<file path="config.mk">
export PLATFORM = sky130hd
export DESIGN_NAME = fetch_stage
export DESIGN_NICKNAME = d
export VERILOG_FILES = /design/src/rtl/fetch_stage_pkg.sv /design/src/rtl/fetch_stage_pc_reg.sv /design/src/rtl/fetch_stage.sv
export SDC_FILE = /design/constraint.sdc
export NUM_CORES = 1
export LEC_CHECK = 0
export BUFFER_PORTS_ARGS = -buffer_cell sky130_fd_sc_hd__buf_2
export CORE_AREA = 2 2 75 77
export CTS_CLUSTER_DIAMETER = 50
export DETAILED_ROUTE_END_ITERATION = 10
export DIE_AREA = 0 0 77 79
export GPL_ROUTABILITY_DRIVEN = 0
export PLACE_DENSITY = 0.76
export SYNTH_ARGS = -nofsm -noshare
export SYNTH_HDL_FRONTEND = slang
export SYNTH_SLANG_ARGS = --single-unit
</file>
<file path="constraint.sdc">
create_clock -name clk -period 1.8 [get_ports clk]
set_input_delay 0.36 -clock clk [delete_from_list [all_inputs] [get_ports clk]]
set_output_delay 0.36 -clock clk [all_outputs]
set_load 0.01 [all_outputs]
</file>
<file path="src/rtl/fetch_stage_pkg.sv">
// Shared fetch-stage constants (word width, NOP and HALT encodings) and the next-PC select type.
`ifndef WORD_LEN
`define WORD_LEN 16
`endif
`ifndef NOP_INSTR
`define NOP_INSTR 16'h0000
`endif
`ifndef OP_HALT
`define OP_HALT 4'b1111
`endif

package fetch_stage_pkg;
   localparam int WORD_W = `WORD_LEN;
   localparam logic [WORD_W-1:0] NOP_WORD = `NOP_INSTR;
   localparam logic [3:0] HALT_OPCODE = `OP_HALT;

   typedef enum logic [1:0] {
      PC_HOLD = 2'd0,
      PC_INC  = 2'd1,
      PC_LOAD = 2'd2
   } pc_sel_t;
endpackage

</file>
<file path="src/rtl/fetch_stage_pc_reg.sv">
// Program counter register: synchronous reset, load, hold or modulo-2^WORD_W increment.
module fetch_stage_pc_reg
   import fetch_stage_pkg::*;
#(
   parameter logic [WORD_W-1:0] RESET_PC   = '0,
   parameter int                INSTR_STEP = 4
) (
   input  logic              clk,
   input  logic              rst,
   input  pc_sel_t           sel,
   input  logic [WORD_W-1:0] load_addr,
   output logic [WORD_W-1:0] pc
);
   localparam logic [WORD_W-1:0] STEP = WORD_W'(INSTR_STEP);

   always_ff @(posedge clk) begin
      if (rst) begin
         pc <= RESET_PC;
      end else begin
         case (sel)
            PC_LOAD: pc <= load_addr;
            PC_INC:  pc <= pc + STEP;
            default: pc <= pc;
         endcase
      end
   end
endmodule

</file>
<file path="src/rtl/fetch_stage.sv">
// Instruction fetch: drives the PC to instruction memory and registers {pc, instruction} into IF/ID.
// Optional HALT detection is built when FETCH_HALT_EN is defined; otherwise halted is tied 0.
module fetch_stage
   import fetch_stage_pkg::*;
#(
   parameter logic [WORD_W-1:0] RESET_PC   = '0,
   parameter int                INSTR_STEP = 4
) (
   input  logic              clk,
   input  logic              rst,
   input  logic              freeze,
   input  logic              branch_taken,
   input  logic [WORD_W-1:0] branch_addr,
   input  logic              flush,
   input  logic [WORD_W-1:0] instruction,
   output logic [WORD_W-1:0] pc_out,
   output logic [WORD_W-1:0] if_id_pc,
   output logic [WORD_W-1:0] if_id_pc_next,
   output logic [WORD_W-1:0] if_id_instruction,
   output logic              if_id_valid,
   output logic              halted
);
   localparam logic [WORD_W-1:0] STEP = WORD_W'(INSTR_STEP);

   pc_sel_t pc_sel;
   logic    halt_now;
   logic    bubble;

`ifdef FETCH_HALT_EN
   // A HALT being captured this edge also stops the PC so it keeps pointing at the HALT.
   assign halt_now = !freeze && !flush && !branch_taken && !halted
                     && (instruction[WORD_W-1 -: 4] == HALT_OPCODE);

   always_ff @(posedge clk) begin
      if (rst || branch_taken) begin
         halted <= 1'b0;
      end else if (halt_now) begin
         halted <= 1'b1;
      end
   end
`else
   assign halt_now = 1'b0;
   assign halted   = 1'b0;
`endif

   always_comb begin
      pc_sel = PC_INC;
      if (branch_taken) begin
         pc_sel = PC_LOAD;
      end else if (freeze || halted || halt_now) begin
         pc_sel = PC_HOLD;
      end
   end

   fetch_stage_pc_reg #(
      .RESET_PC   (RESET_PC),
      .INSTR_STEP (INSTR_STEP)
   ) u_pc_reg (
      .clk       (clk),
      .rst       (rst),
      .sel       (pc_sel),
      .load_addr (branch_addr),
      .pc        (pc_out)
   );

   assign bubble = rst || branch_taken || flush;

   always_ff @(posedge clk) begin
      if (bubble) begin
         if_id_pc          <= '0;
         if_id_instruction <= NOP_WORD;
         if_id_valid       <= 1'b0;
      end else if (freeze) begin
         if_id_pc          <= if_id_pc;
         if_id_instruction <= if_id_instruction;
         if_id_valid       <= if_id_valid;
      end else if (halted) begin
         if_id_pc          <= '0;
         if_id_instruction <= NOP_WORD;
         if_id_valid       <= 1'b0;
      end else begin
         if_id_pc          <= pc_out;
         if_id_instruction <= instruction;
         if_id_valid       <= 1'b1;
      end
   end

   assign if_id_pc_next = if_id_pc + STEP;
endmodule

</file>
# After elaboration in Yosys (flattened, before gate mapping)
# Index checks and enable logic that the tools add are counted.
# classes
addsub,2
eq_ne,2
mux,3
n_reduce_logical,3
# op_table
operator,n
$add A16 B3 Y16 const B,2
$pmux W16 S2,1
$eq A2 B1 Y1 const B,1
$eq A2 B2 Y1 const B,1
$logic_or A1 B1 Y1,2
$mux W2,1
$reduce_bool A2 Y1,1
$mux W1,1
# word_totals
reg_bits,49
in_bits,37
wordCells,14

# Longest topological paths before layout
# Gate-level depths: netlist of run 1.
# depth
word_depth,4
depth_mapped,6

# Hierarchy
# A second synthesis of run 1 with hierarchy kept.
# hier_totals
cells_unflattened,279
hier_area_um2,2492.4
# by_module_without_submodules
mod,instances,cells_each,area_each_um2
fetch_stage,1,152,1488.9
fetch_stage_pc_reg,1,127,1003.5

# Worst setup path after synthesis of run 1
# No wires, ideal clock.
# synth_timing
path_kind,flip-flop to output port
startpoint,register if_id_pc[2]
endpoint,output if_id_pc_next[10]
arrival_time_ps,1247
required_time_ps,1440
setup_slack_ps,193
stages_incl_launch_ff,6
n_path_buf,0
path_cell_list,dfxtp_1 ha_1 nand3_1 nor2_1 nand2_1 xnor2_1
# synth_via
elab_chain_len,1
# synth_lines
element,line,rtl
start: declaration,fetch_stage.sv:17,"output logic [WORD_W-1:0] if_id_pc,"
start signal: assignment,fetch_stage.sv:74,if_id_pc <= if_id_pc;
start signal: assignment,fetch_stage.sv:82,if_id_pc <= pc_out;
$add A16 B3 Y16,fetch_stage.sv:88,assign if_id_pc_next = if_id_pc + STEP;
end: declaration,fetch_stage.sv:18,"output logic [WORD_W-1:0] if_id_pc_next,"
# No other way between the ends.

# Final worst setup path of run 1
# layout_timing
startpoint,register if_id_pc[3]
endpoint,output if_id_pc_next[12]
# Same word-level chain as after synthesis.

==> results of run 1 <==
[logic make-up (layout without fill, tap and decap cells)]
kind of cell / Yosys count / count (layout) / synth area share
flops: 49 / 49 / 0.423
fa+ha+maj: 2 / 2 / 0.0108
compound gates: 22 / 22 / 0.0556
simple gates: 93 / 93 / 0.185
buf+inv: 25 / 128 / 0.0739
xor+xnor: 24 / 24 / 0.0907
other cells: 1 / 1 / 0.00162
mux: 37 / 37 / 0.160
[worst max-delay path, cell delays in order (launching register included)]
cell	delay, ns
dfxtp_4	0.39
ha_4	0.16
nand3_4	0.09
nor2_4	0.12
nand2_1	0.08
xnor2_1	0.14
buf_2	0.14
[through the flow]
stage | area, um^2 | utilization | setup TNS [ns] | hold slack (ns) | power [W]
final | 3040 | 0.570 | 0 | 0.286 | 0.00208
after global routing | 3040 | 0.570 | -0.339 | 0.280 | 0.00219
after CTS | 3010 | 0.564 | 0 | 0.273 | 0.00212
after detailed placement | 2820 | 0.529 | 0 | 0.441 | 0.00145
after global placement | 2820 | 0.529 | 0 | 0.435 | 0.00144
after floorplan | 2320 | - | 0 | 0.472 | 0.00135
[sequential cells by signal (all words and copies together), names as in the netlist]
signal / cells
if_id_valid: 1
if_id_instruction: 16
u_pc_reg.pc: 16
if_id_pc: 16
[how the worst max path moves through the flow]
stage                     cells after the start                end         from  slack [ns]
final                                         6  if_id_pc_next[12]  if_id_pc[3]        0.02
after global routing                          5  if_id_pc_next[15]  if_id_pc[3]       -0.07
after CTS                                     6  if_id_pc_next[10]  if_id_pc[2]       0.004
after detailed placement                      6  if_id_pc_next[10]  if_id_pc[2]        0.09
after global placement                        6  if_id_pc_next[10]  if_id_pc[2]        0.15
after floorplan                               5  if_id_pc_next[10]  if_id_pc[2]        0.19
[layout make-up]
type / instances / area [um^2]
Clock buffer: 6 / 82.6
Clock inverter: 2 / 13.8
Fill cell: 517 / 2300
Inverter: 7 / 26.3
Multi-Input combinational cell: 179 / 1220
Sequential cell: 49 / 1010
Tap cell: 72 / 90.1
Timing Repair Buffer: 113 / 596
[cell usage in the layout (no fill, tap or decap), types with 6 or more instances in the layout]
cell / netlist / routed
buf_2: 5 / 101
nor2_1: 51 / 49
dfxtp_1: 49 / 39
mux2i_1: 37 / 37
xnor2_1: 14 / 14
a21oi_1: 13 / 13
buf_4: 6 / 12
xor2_1: 10 / 10
nand2_1: 10 / 9
nand3_1: 9 / 7
inv_1: 7 / 7
nand4_1: 6 / 6
clkbuf_8: 0 / 6
dfxtp_4: 0 / 6
[power by group]
| group | internal (W) | switching (W) | total, W |
|---|---|---|---|
| registers | 0.00111 | 0.0000417 | 0.00115 |
| logic | 0.000131 | 0.000134 | 0.000265 |
| clock network | 0.000312 | 0.000354 | 0.000666 |
| total | 0.00155 | 0.000530 | 0.00208 |
[timing repair]
item	4_1_cts	5_1_grt
resized for setup	24	4
buffers inserted	3	2
endpoints found under the hold margin	0	0
endpoints found under the setup margin	8	6
pin swaps	3	5
[layer usage]
| layer | vias to the layer above | global-route usage | share of wire |
|---|---|---|---|
| met5 | - | 0 | 0 |
| met4 | 0 | 0.0482 | 0.012 |
| met3 | 6 | 0.0432 | 0.063 |
| met2 | 70 | 0.300 | 0.47 |
| met1 | 948 | 0.208 | 0.46 |
| li1 | 1051 | - | - |
==> impl_metrics.tcl, run 1 <==
set metrics [dict create \
    num_rows 27 \
    async_flop_share 0 \
    ir_worst_vdd_uv 402 \
    drc 0 \
    cts_tree "built" \
    clk_pin_slew_ns 0.09 \
    place_ws_ns 0.0902 \
    r2r-end "u_pc_reg.pc[11]" \
    worstPathArrival_ns 1.42 \
    leakage_nw 1.50 \
    drv_slew 0 \
    first_global_vias 1887 \
    dp_hpwl_um 3830 \
    regToRegSetupSlack_ns 0.40 \
    start_util 0.434 \
    drive_above_1_share 0.390 \
    skew_ns 0.00946 \
    synth_area_um2 2320 \
    synthToLayoutAreaGrowth_pct 31.1 \
    yosysSeqAreaShare 0.423 \
    grt_start_max_net_pins 34 \
    crit_type "register to primary output" \
    status "finished, final reports clean" \
    dieHeight_um 79 \
    vias 2075 \
    synth-main-ff-cell "dfxtp_1" \
    cts-htree-levels 2 \
    cts.sinks 49 \
    syn_inst 253 \
    drv_cap 0 \
    dieArea_um2 6080 \
    ff2ff_path_depth 4 \
    die_w_um 77 \
    end_kind "primary output" \
    antenna_found_initial 0 \
    synthDistinctLibCells 30 \
    post-route-worst-setup-slack_ns 0.0200 \
    numPortBuffers 101 \
    synth_top_cell_by_area "dfxtp_1" \
    hp-start "instruction[10]" \
    finish.cell_count_without_fillers 428 \
    place_inst 415 \
    yosys_warnings 0 \
    drt-initial-drc-count 68 \
    cts_buffers 5 \
    fin_crit_sh 0.989 \
    final_antenna_net_count 0 \
    drt_wl_total_um 5210 \
    syn_nets 292 \
    core_area_um2 5340 \
    grt_pass1_wl_um 8510 \
    crit_required_ns 1.44 \
    final_nets 394 \
    ys_ff_latch 49 \
    r2r-start "u_pc_reg.pc[5]" \
    track_usage 0.171 \
    wire_per_inst_um 12.2 \
    avgSynthCellArea_um2 9.16 \
    clock_latency_ns 0.30 \
    fin_crit_ns 1.78 \
    hold_depth 3 \
    grt_overflow_total 0 \
    first_pass_iters 4 \
    yosysTopAreaCellShare 0.423 \
    cp-start-kind "register" \
    path_max_fanout 5 \
    power_density_nw_per_um2 685 \
    rsz0062_at_grt "true" \
    cts.path.max_buffers 2 \
    fmax_ghz 0.562 \
    holdCritPathClass "input pin to register" \
    io-pin-count 103 \
    cts_root_buf "clkbuf_8" \
    holdPathEnd "if_id_instruction[10]" \
    synth_most_common_cell "nor2_1" \
    cts_hold_buf 0 \
    netlist_top_cells_area "dfxtp_1, mux2i_1, nor2_1, xnor2_1, xor2_1" \
    finalHoldViolCount 0 \
    synth_edf_count 0 \
    synthTopCellsByCount "nor2_1, dfxtp_1, mux2i_1, xnor2_1, a21oi_1" \
    setup_viol 0 \
    diodes 0 \
    vias_per_cell 4.85 \
]
No activity file was read; power rests on OpenSTA's default activity.
==> inputs of run 2 (changes only) <==
- PLACE_DENSITY: 0.76 -> 0.81
- clock period: 1.8 -> 2.2 ns (I/O delays scaled with it)
==> impl_metrics.tcl, run 2 (synthesized netlist as in run 1, its figures left out) <==
set metrics [dict create \
    cts.sinks 49 \
    seq_area_um2 981 \
    grt_overflow_total 0 \
    grt_start_max_net_pins 33 \
    top_layer "met4" \
    cts.path.max_buffers 2 \
    r2r-end "u_pc_reg.pc[11]" \
    fin_crit_sh 0.944 \
    wl_met2_um 2320 \
    post-route-util 0.547 \
    layout_commonest_cell "buf_2" \
    cts_tree "built" \
    dp_hpwl_um 3770 \
    r2r-start "u_pc_reg.pc[4]" \
    drt_wl_total_um 5190 \
    dieHeight_um 79 \
    crit_required_ns 1.76 \
    place_inst 412 \
    cp-start-kind "register" \
    power_frac_comb 0.115 \
    first_pass_iters 5 \
    holdCritPathClass "input pin to register" \
    drc 0 \
    cts-htree-levels 2 \
    track_usage 0.173 \
    die_w_um 77 \
    power_density_nw_per_um2 624 \
    finish.cell_count_without_fillers 420 \
    num_rows 27 \
    drive_above_1_share 0.328 \
    drv_slew 0 \
    path_max_fanout 6 \
    n_fill_cell 495 \
    io-pin-count 103 \
    switching_share 0.238 \
    end_kind "primary output" \
    crit_type "register to primary output" \
    fin_tns_setup_ns 0 \
    clock_latency_ns 0.30 \
    regToRegSetupSlack_ns 0.78 \
    ir_worst_vdd_uv 295 \
    setup_viol 0 \
    seqPwrFrac 0.521 \
    grt_pass1_wl_um 8490 \
    vias_per_cell 4.81 \
    fmax_ghz 0.482 \
    status "finished, final reports clean" \
    leakage_nw 1.46 \
    synthToLayoutAreaGrowth_pct 26.0 \
    cts_root_buf "clkbuf_8" \
    clk_pin_slew_ns 0.09 \
    numPortBuffers 101 \
    rsz0062_at_grt "false" \
    skew_ns 0.00378 \
    wl_met3_um 366 \
    layout_common_cells "buf_2, nor2_1, dfxtp_1" \
    cts_buffers 5 \
    crit_start "if_id_pc[2]" \
    ff2ff_path_depth 4 \
    finalHoldViolCount 0 \
    post-route-worst-setup-slack_ns 0.123 \
    start_util 0.434 \
    dieArea_um2 6080 \
    core_area_um2 5340 \
    reg_top3 "if_id_instruction: 16 flops, if_id_pc: 16 flops, u_pc_reg.pc: 16 flops" \
    place_ws_ns 0.415 \
    diodes 0 \
    vias 2021 \
    multi_input_area_um2 1170 \
    power_frac_clock 0.364 \
    antenna_found_initial 0 \
    cts_hold_buf 0 \
    wire_per_inst_um 12.4 \
    p_switching_w 0.000434 \
    p_int_w 0.00139 \
    final_antenna_net_count 0 \
    first_global_vias 1785 \
    drt-initial-drc-count 77 \
    final_nets 386 \
    wl_met1_um 2420 \
    fin_crit_ns 2.08 \
    drv_cap 0 \
    worstPathArrival_ns 1.64 \
    worstSetupEndpoint "if_id_pc_next[10]" \
]
-- run 2: layout make-up --
cell class                 instances  area share
clock buffer                       7      0.0296
clock inverter                     1      0.0103
inverter                           7     0.00900
multi-input combinational        179       0.401
sequential                        49       0.336
tap                               72      0.0308
timing repair buffer             105       0.183
-- run 2: routing by layer --
layer  vias up  track usage
met1       914        0.226
met4         0       0.0643
met3         7       0.0420
met2        67        0.281
li1       1033            -
met5         -            0
-- run 2: how the worst min path moves through the flow --
| stage | start | to | cells after the start |
|---|---|---|---|
| detailed placement | if_id_valid | if_id_valid | 2 |
| floorplan | if_id_valid | if_id_valid | 2 |
| global placement | if_id_valid | if_id_valid | 2 |
| finish | branch_addr[2] | u_pc_reg.pc[2] | 3 |
| global route | instruction[11] | if_id_instruction[11] | 3 |
| CTS | instruction[8] | if_id_instruction[8] | 3 |
-- run 2: critical path: stages (launching register included) --
cell and delay [ns]:
dfxtp_1 0.44, ha_1 0.22, nand3_1 0.16, nor2_2 0.17, nand2_1 0.08, xnor2_1 0.13
buf_2 0.14
-- run 2: repair_timing --
action                                  4_1_cts  5_1_grt
gates resized for setup                       0        2
endpoints found under the setup margin        0        4
setup buffers                                 0        0
endpoints found under the hold margin         0        0
-- run 2: through the flow --
step | instance area [um^2] | total power, W | hold WS [ns]
after floorplan | 2320 | 0.00110 | 0.472
after detailed placement | 2800 | 0.00118 | 0.458
after CTS | 2920 | 0.00184 | 0.360
final | 2920 | 0.00182 | 0.363
after global routing | 2920 | 0.00191 | 0.361
after global placement | 2800 | 0.00117 | 0.435
-- run 2: power groups by stage --
| stage | registers [W] | logic [W] | clock network [W] |
|---|---|---|---|
| 2_1_floorplan | 0.000975 | 0.000129 | 0 |
| 4_1_cts | 0.000948 | 0.000211 | 0.000681 |
| 6_report | 0.000949 | 0.000209 | 0.000664 |
| 3_5_place_dp | 0.000968 | 0.000210 | 0 |
| 3_3_place_gp | 0.000967 | 0.000207 | 0 |
| 5_1_grt | 0.000954 | 0.000231 | 0.000728 |
